### src/rtl/alu32_arbiter.sv
// alu32_arbiter
//   Shares one registered alu32 instance among NREQ requesters. A rotating
//   priority arbiter accepts one operation at a time. The sequencer drives the
//   ALU from latched operands and captures the one-cycle-latency result. It then
//   returns the result, plus a locally computed signed-overflow flag, on a
//   per-requester response channel.
//
// Ports
//   clk, rst_n          clock, asynchronous active-low reset
//   req_valid/req_ready per-requester request handshake (req_ready one-hot)
//   req_a/req_b/req_sel packed per-requester operands and op codes
//   rsp_valid/rsp_ready per-requester response handshake (rsp_valid one-hot)
//   rsp_data/ovf/err    response payload
//   alu_a/alu_b/alu_sel ALU operand/select drive
//   alu_out             registered ALU result
module alu32_arbiter #(
  parameter int NREQ = 4
) (
  input  logic                 clk,
  input  logic                 rst_n,
  input  logic [NREQ-1:0]      req_valid,
  output logic [NREQ-1:0]      req_ready,
  input  logic [NREQ*32-1:0]   req_a,
  input  logic [NREQ*32-1:0]   req_b,
  input  logic [NREQ*4-1:0]    req_sel,
  output logic [NREQ-1:0]      rsp_valid,
  input  logic [NREQ-1:0]      rsp_ready,
  output logic [31:0]          rsp_data,
  output logic                 rsp_ovf,
  output logic                 rsp_err,
  output logic [31:0]          alu_a,
  output logic [31:0]          alu_b,
  output logic [3:0]           alu_sel,
  input  logic [31:0]          alu_out
);

  localparam int unsigned NR = NREQ;
  localparam int unsigned PW = $clog2(NREQ);

  localparam logic [3:0] OP_ADD = 4'd3;
  localparam logic [3:0] OP_SUB = 4'd4;

  typedef enum logic [1:0] {IDLE, ISSUE, WAIT, RESP} state_t;

  state_t          state;
  logic [PW-1:0]   rr_ptr;
  logic [PW-1:0]   id_r;
  logic [31:0]     a_r;
  logic [31:0]     b_r;
  logic [3:0]      sel_r;

  logic            gnt_found;
  logic [PW-1:0]   gnt_id;
  logic [PW-1:0]   cand;
  logic [31:0]     g_a;
  logic [31:0]     g_b;
  logic [3:0]      g_sel;
  logic            hs;
  logic            g_legal;
  logic            ovf_calc;

  function automatic logic [PW-1:0] wrap_idx(input logic [PW-1:0] base,
                                             input int unsigned off);
    return PW'((32'(base) + off) % NR);
  endfunction

  function automatic logic [NREQ-1:0] onehot(input logic [PW-1:0] id);
    logic [NREQ-1:0] v;
    v     = '0;
    v[id] = 1'b1;
    return v;
  endfunction

  // Rotating priority: search starts just after the last granted requester.
  always_comb begin
    gnt_found = 1'b0;
    gnt_id    = '0;
    cand      = '0;
    for (int unsigned k = 1; k <= NR; k++) begin
      cand = wrap_idx(rr_ptr, k);
      if (!gnt_found && req_valid[cand]) begin
        gnt_found = 1'b1;
        gnt_id    = cand;
      end
    end
  end

  always_comb begin
    g_a   = '0;
    g_b   = '0;
    g_sel = '0;
    for (int unsigned i = 0; i < NR; i++) begin
      if (gnt_id == PW'(i)) begin
        g_a   = req_a[32*i +: 32];
        g_b   = req_b[32*i +: 32];
        g_sel = req_sel[4*i +: 4];
      end
    end
  end

  assign req_ready = (rst_n && state == IDLE && gnt_found) ? onehot(gnt_id) : '0;
  assign hs        = |(req_valid & req_ready);
  assign g_legal   = (g_sel <= OP_SUB);

  always_comb begin
    ovf_calc = 1'b0;
    if (sel_r == OP_ADD)
      ovf_calc = (a_r[31] == b_r[31]) && (alu_out[31] != a_r[31]);
    else if (sel_r == OP_SUB)
      ovf_calc = (a_r[31] != b_r[31]) && (alu_out[31] != a_r[31]);
  end

  assign alu_a   = a_r;
  assign alu_b   = b_r;
  assign alu_sel = sel_r;

  always_ff @(posedge clk or negedge rst_n) begin
    if (!rst_n) begin
      state     <= IDLE;
      rr_ptr    <= PW'(NREQ - 1);
      id_r      <= '0;
      a_r       <= '0;
      b_r       <= '0;
      sel_r     <= '0;
      rsp_valid <= '0;
      rsp_data  <= '0;
      rsp_ovf   <= 1'b0;
      rsp_err   <= 1'b0;
    end else begin
      case (state)
        IDLE: begin
          if (hs) begin
            id_r   <= gnt_id;
            rr_ptr <= gnt_id;
            if (g_legal) begin
              a_r   <= g_a;
              b_r   <= g_b;
              sel_r <= g_sel;
              state <= ISSUE;
            end else begin
              // Illegal ops never reach the ALU, so the operand registers keep
              // the previous op and the ALU drive does not move.
              rsp_data  <= '0;
              rsp_ovf   <= 1'b0;
              rsp_err   <= 1'b1;
              rsp_valid <= onehot(gnt_id);
              state     <= RESP;
            end
          end
        end
        ISSUE: state <= WAIT;
        WAIT: begin
          rsp_data  <= alu_out;
          rsp_ovf   <= ovf_calc;
          rsp_err   <= 1'b0;
          rsp_valid <= onehot(id_r);
          state     <= RESP;
        end
        RESP: begin
          if (rsp_ready[id_r]) begin
            rsp_valid <= '0;
            state     <= IDLE;
          end
        end
        default: state <= IDLE;
      endcase
    end
  end

endmodule

### config.mk
export PLATFORM = sky130hd
export DESIGN_NAME = alu32_arbiter
export DESIGN_NICKNAME = d
export VERILOG_FILES = /design/src/rtl/alu32_arbiter.sv
export SDC_FILE = /design/constraint.sdc
export NUM_CORES = 1
export LEC_CHECK = 0
export BUFFER_PORTS_ARGS = -buffer_cell sky130_fd_sc_hd__buf_4
export CORE_AREA = 2 2 166 168
export CTS_CLUSTER_DIAMETER = 80
export DETAILED_ROUTE_END_ITERATION = 10
export DIE_AREA = 0 0 168 170
export SLEW_MARGIN = 0
export SYNTH_ARGS = -nofsm -noshare
export SYNTH_HDL_FRONTEND = slang
export SYNTH_SLANG_ARGS = --single-unit
export TNS_END_PERCENT = 1
### constraint.sdc
create_clock -name clk -period 6.8 [get_ports clk]
set_clock_uncertainty 0.05 [all_clocks]
set_input_delay 1.36 -clock clk [delete_from_list [all_inputs] [get_ports clk]]
set_output_delay 1.36 -clock clk [all_outputs]
set_load 0.01 [all_outputs]
==> results of run 1 <==
layout by cell type (no fill, tap or decap), types with 9 or more instances in the layout:
| master | netlist | routed |
|---|---|---|
| clkbuf_16 | 0 | 9 |
| and3_1 | 66 | 66 |
| mux2_1 | 27 | 27 |
| a31oi_1 | 69 | 69 |
| a32o_1 | 33 | 33 |
| nor2_1 | 13 | 12 |
| nand2_1 | 265 | 264 |
| mux2_2 | 37 | 37 |
| buf_4 | 0 | 431 |
| nand3_1 | 20 | 20 |
| dfrtp_1 | 110 | 110 |
state kept, by name, summed over array words and instances (netlist names), 2 cells and up:
name       flops
alu_a         32
alu_b         32
rsp_data      32
alu_sel        4
rsp_valid      4
id_r           2
rr_ptr         2
state          2
area by class of cell:
type,instances,share of cell area [%]
Multi-Input combinational cell,614,35.5
Timing Repair Buffer,431,30.7
Sequential cell,112,26.6
Tap cell,341,4.05
Clock buffer,9,2.14
Clock inverter,7,0.737
Inverter,5,0.178
Antenna cell,3,0.0713
worst max-delay path: stages:
cell	delay (ps)
buf_4	610
o41ai_1	310
inv_1	140
nand2_1	300
nor3_1	360
buf_4	180
power by group:
group / switching (mW) / total, mW / internal, mW
Clock: 0.282 / 0.544 / 0.262
Sequential: 0.182 / 1.12 / 0.943
Combinational: 1.28 / 2.32 / 1.04
Total: 1.74 / 3.99 / 2.25
per-stage QoR:
step	util (%)	setup WS (ps)	cell area, sq um	hold slack (ps)
after global placement	38.4	1870	10200	426
after detailed placement	38.4	1840	10200	433
after CTS	39.5	1980	10500	453
after global routing	39.5	1770	10500	476
after floorplan	-	2670	6850	408
final	39.5	2120	10500	446
routing by layer:
metal  wire length, um  vias to the layer above
met5                13                        -
met4               432                        2
met3              2380                       34
met2             13600                      322
met1             11400                     3608
li1                  -                     3574
cells by family (layout without fill, tap and decap cells):
kind of cell	after synthesis	after routing	synth area share, %
simple gates	399	399	26.1
compound gates	144	144	16.1
flops	112	112	40.9
buf+inv	72	452	5.02
mux	66	66	11.0
fa+ha+maj	4	4	0.730
xor+xnor	1	1	0.128
other cells	0	3	0
final timing paths:
path                       cells past startpoint                       end  slack, ps             startpoint
setup / recovery                               6              req_ready[2]       2120                  rst_n
hold / removal                                 1     alu_a[15]$_DFFE_PN0P_        450  alu_a[15]$_DFFE_PN0P_
setup reg to reg                               8     alu_b[11]$_DFFE_PN0P_       2850  rr_ptr[0]$_DFFE_PN1P_
hold reg to reg                                1     alu_a[15]$_DFFE_PN0P_        450  alu_a[15]$_DFFE_PN0P_
max in group asynchronous                      2      alu_b[4]$_DFFE_PN0P_       4440                  rst_n
min in group asynchronous                      1  rsp_data[11]$_DFFE_PN0P_       1030                  rst_n
==> results.md, run 1 <==
* CTS Sinks at 112
* Max Slew Vio Count at 0
* RePlAce Congestion at 0.903
* DRT Pass-1 Iters at 5
* Pin count of the biggest net entering global routing at 88
* Peak supply drop at 0.198 mV
* Yosys reg bits at 112
* Initial DRC count at 408
* Post-Syn Instances at 798
* Cell Area, Synth at 6850 sq um
* Bufs on Longest Clock Path at 2
* Ys Warns at 0
* Floorplan row count at 60
* Critical path type: primary input to output pin
* Multi-input gate area at 3730 sq um
* Rel. slew slack at 20.1%
* All-Layer GR Usage at 18.8%
* Post-CTS Resized at 0
* Syn_area_per_cell at 8.59 sq um
* Initial Util at 25.7%
* Final WL at 27.8 mm
* Die H at 170 um
* Total congestion overflow at 0
* CP arrival at 3270 ps
* Final Cycle Share at 68.8%
* Met3 Use GR at 5.40%
* Routed Antenna Nets at 0
* Met1 Resource Use GR at 23.1%
* # hold bufs at CTS at 0
* Initial antenna violation count at 3
* CTS tree: yes
* Vias at 7540
* Detailed Place HPWL at 21.1 mm
* Layout area overhead at 53.7%
* Max-cap check violation count at 0
* Final Hold Fails at 0
* Startpoint Class: primary input
* Worst-margin pin slew at 1190 ps
* Post-synth ARST share at 100%
* First-pass GRT wire length at 41.9 mm
* DRC at 0
* GRT met2 Usage at 32.4%
* CORE AREA at 26700 sq um
* Skew-Pair Late Insertion Delay at 360 ps
* Total CTS buffers at 9
* Synth top area cells: dfrtp_1, nand2_1, a31oi_1, mux2_2, and3_1
* Top cells by count, synth: nand2_1, dfrtp_1, a31oi_1
* # setup viols final at 0
* Wire length per cell at 18.3 um
* Fin crit period at 4680 ps
* Layout cells sized above 1 at 42.4%
* Cell taking the most area after synthesis: dfrtp_1
* Top_reg_cell synth: dfrtp_1
* H-tree levels at 3
* RSZ-0062 raised after global routing: no
* WP data required at 5390 ps
* Finished Layout Cells at 1522
* Static Leakage at 5.45 nW
* Post-CTS Setup Repair Bufs at 0
* Die area at 28600 sq um
* # IOs at 424
* Final net count at 1491
* Sequential share of the synthesized area at 40.9%
* Outcome: complete, no violations
* Critical path capture point type: output pin
* Die width at 168 um
* Post-synth top area share at 40.2%
* Sum Neg Setup Slack at 0 ps
* Crit Path Max Fanout at 63
* Routed vias/inst at 4.95
* Total Power at 3.99 mW
* Type of the tightest min-delay check: flop to flop
* Count of cell types in the netlist at 54
* Placed Cells at 1503
* Top Usage Layer GRT: met2
* Post-synth EDFFs at 0
* Pwr dens at 379 nW/um^2
* Register area at 2810 sq um
* Port buffer count at 423
* Clock Pin Slew Worst Setup and Hold Paths at 80 ps
* Root Buffer: clkbuf_16
* FILL cells at 2767
* Syn nets at 1116
* Top-count cell post-synth: nand2_1
* Fmax at 214 MHz
* Vias in the first global route at 7423
Power figures use the tool's default switching activity.
==> run 2, diff against run 1 <==
==> constraint.sdc (replaced) <==
create_clock -name clk -period 4.51 [get_ports clk]
set_clock_uncertainty 0.05 [all_clocks]
set_input_delay 0.902 -clock clk [delete_from_list [all_inputs] [get_ports clk]]
set_output_delay 0.902 -clock clk [all_outputs]
set_load 0.01 [all_outputs]
==> results.md, run 2 (same netlist as run 1, synthesis figures left out) <==
* Critical path's slowest cell: buf_4
* Most common cell after layout, fill and taps aside: buf_4
* Type of the tightest min-delay check: flop to flop
* # setup viols final at 0
* Max-cap check violation count at 0
* Initial antenna violation count at 3
* Final Cycle Share at 78.1%
* Worst setup path startpoint: req_valid[2]
* Max Slew Vio Count at 0
* H-tree levels at 3
* Finished Layout Cells at 1529
* Placed Cells at 1511
* Initial DRC count at 393
* Initial Util at 25.7%
* CP arrival at 2570 ps
* RSZ-0062 raised after global routing: no
* Sequential fraction of design power at 28.1%
* RePlAce Congestion at 0.863
* CTS tree: yes
* DRT Pass-1 Iters at 8
* Reg2reg setup slack at 1300 ps
* Root Buffer: clkbuf_16
* Die area at 28600 sq um
* Wire length per cell at 18.1 um
* Total CTS buffers at 9
* Internal power at 3.42 mW
* Vias in the first global route at 7453
* WP data required at 3560 ps
* Sum Neg Setup Slack at 0 ps
* Most frequent cells in the layout: buf_4, nand2_1, dfrtp_1
* Total congestion overflow at 0
* Clk network pwr share at 13.5%
* Critical path capture point type: output pin
* CTS Sinks at 112
* FILL cells at 2739
* RR Endpoint: alu_b[4]$_DFFE_PN0P_
* CORE AREA at 26700 sq um
* Static Leakage at 5.50 nW
* Die H at 170 um
* Clock Pin Slew Worst Setup and Hold Paths at 70 ps
* Die width at 168 um
* Vias at 7592
* Outcome: complete, no violations
* Post-CTS Resized at 0
* Final net count at 1499
* Floorplan row count at 60
* Skew-Pair Late Insertion Delay at 350 ps
* Final Hold Fails at 0
* Switching pwr at 2.62 mW
* Reg2reg start: rr_ptr[0]$_DFFE_PN1P_
* DRC at 0
* Routed vias/inst at 4.97
* First-pass GRT wire length at 41.9 mm
* Pwr dens at 569 nW/um^2
* Core Util, Final at 39.8%
* Switching Share at 43.3%
* Routed Antenna Nets at 0
* Worst-margin pin slew at 937 ps
* Total Power at 6.04 mW
* Bufs on Longest Clock Path at 2
* Peak supply drop at 0.310 mV
* Startpoint Class: primary input
* Critical Path Most Common Cell: buf_4
* Critical path depth at 7
* # hold bufs at CTS at 0
* Post-CTS Setup Repair Bufs at 0
* CP endpoint: req_ready[2]
* Fmax at 284 MHz
* Critical path type: primary input to output pin
* Detailed Place HPWL at 21.2 mm
* Fin crit period at 3520 ps
* Rel. slew slack at 37.5%
* Port buffer count at 423
* Logic gate share of total power at 58.4%
* Layout area overhead at 54.8%
* Chain of cells forming the critical path: buf_4 -> nand2b_1 -> a21boi_1 -> o21bai_4 -> buf_4 -> nor3_1 -> buf_4
* Worst path top cell family by delay: buffers and inverters
* Pin count of the biggest net entering global routing at 88
* All-Layer GR Usage at 18.7%
* # IOs at 424
* Crit-path max cell delay at 630 ps
* FF-to-FF path depth at 8
* Final WL at 27.7 mm
* Crit Path Max Fanout at 65
* Buf/Inv on CP at 3
* Layout cells sized above 1 at 42.7%
## run 2: metrics by stage
stage | cell area (sq um) | worst slack (ps) | hold slack, ps
5_1_grt | 10600 | 815 | 462
3_3_place_gp | 10300 | 803 | 426
3_5_place_dp | 10300 | 766 | 432
2_1_floorplan | 6850 | 1300 | 408
4_1_cts | 10600 | 913 | 449
6_report | 10600 | 986 | 445
## run 2: power groups by stage
stage	Sequential, mW	Combinational, mW	Clock [mW]
3_3_place_gp	1.70	3.52	0
2_1_floorplan	1.83	1.99	0
3_5_place_dp	1.71	3.56	0
5_1_grt	1.75	3.88	0.886
6_report	1.70	3.53	0.818
4_1_cts	1.70	3.57	0.848
## run 2: how the worst min path moves through the flow
stage                          startpoint                    end  slack, ps  cells after the start
finish              alu_a[13]$_DFFE_PN0P_  alu_a[13]$_DFFE_PN0P_        440                      1
global route        alu_a[13]$_DFFE_PN0P_  alu_a[13]$_DFFE_PN0P_        460                      1
CTS                 rr_ptr[0]$_DFFE_PN1P_  rr_ptr[0]$_DFFE_PN1P_        450                      2
detailed placement   alu_a[9]$_DFFE_PN0P_   alu_a[9]$_DFFE_PN0P_        430                      1
global placement    alu_a[13]$_DFFE_PN0P_  alu_a[13]$_DFFE_PN0P_        430                      1
floorplan           rr_ptr[0]$_DFFE_PN1P_  rr_ptr[0]$_DFFE_PN1P_        410                      2
## run 2: worst register-to-register path, cell delays in order (launching register included)
cell and delay (ps):
dfstp_2 570, and2b_1 220, a21oi_4 290, nand3_1 110, and3_1 200, or2_1 250, o21ai_4 700, buf_12 310
mux2_2 410
## run 2: cell type report
type,count,area [sq um],share of cell area (%)
tap,341,427,4.02
sequential,112,2810,26.4
clock buffer,9,225,2.12
clock inverter,7,62.6,0.590
antenna,2,5.00,0.0472
inverter,5,18.8,0.177
multi-input combinational,614,3730,35.2
timing repair buffer,439,3330,31.4
## run 2: routing by layer
metal	vias up	global-route usage, %	wire [um]
li1	3610	-	-
met1	3596	22.6	11200
met2	338	31.4	13200
met3	46	5.95	2520
met4	2	6.58	741
met5	-	0	12
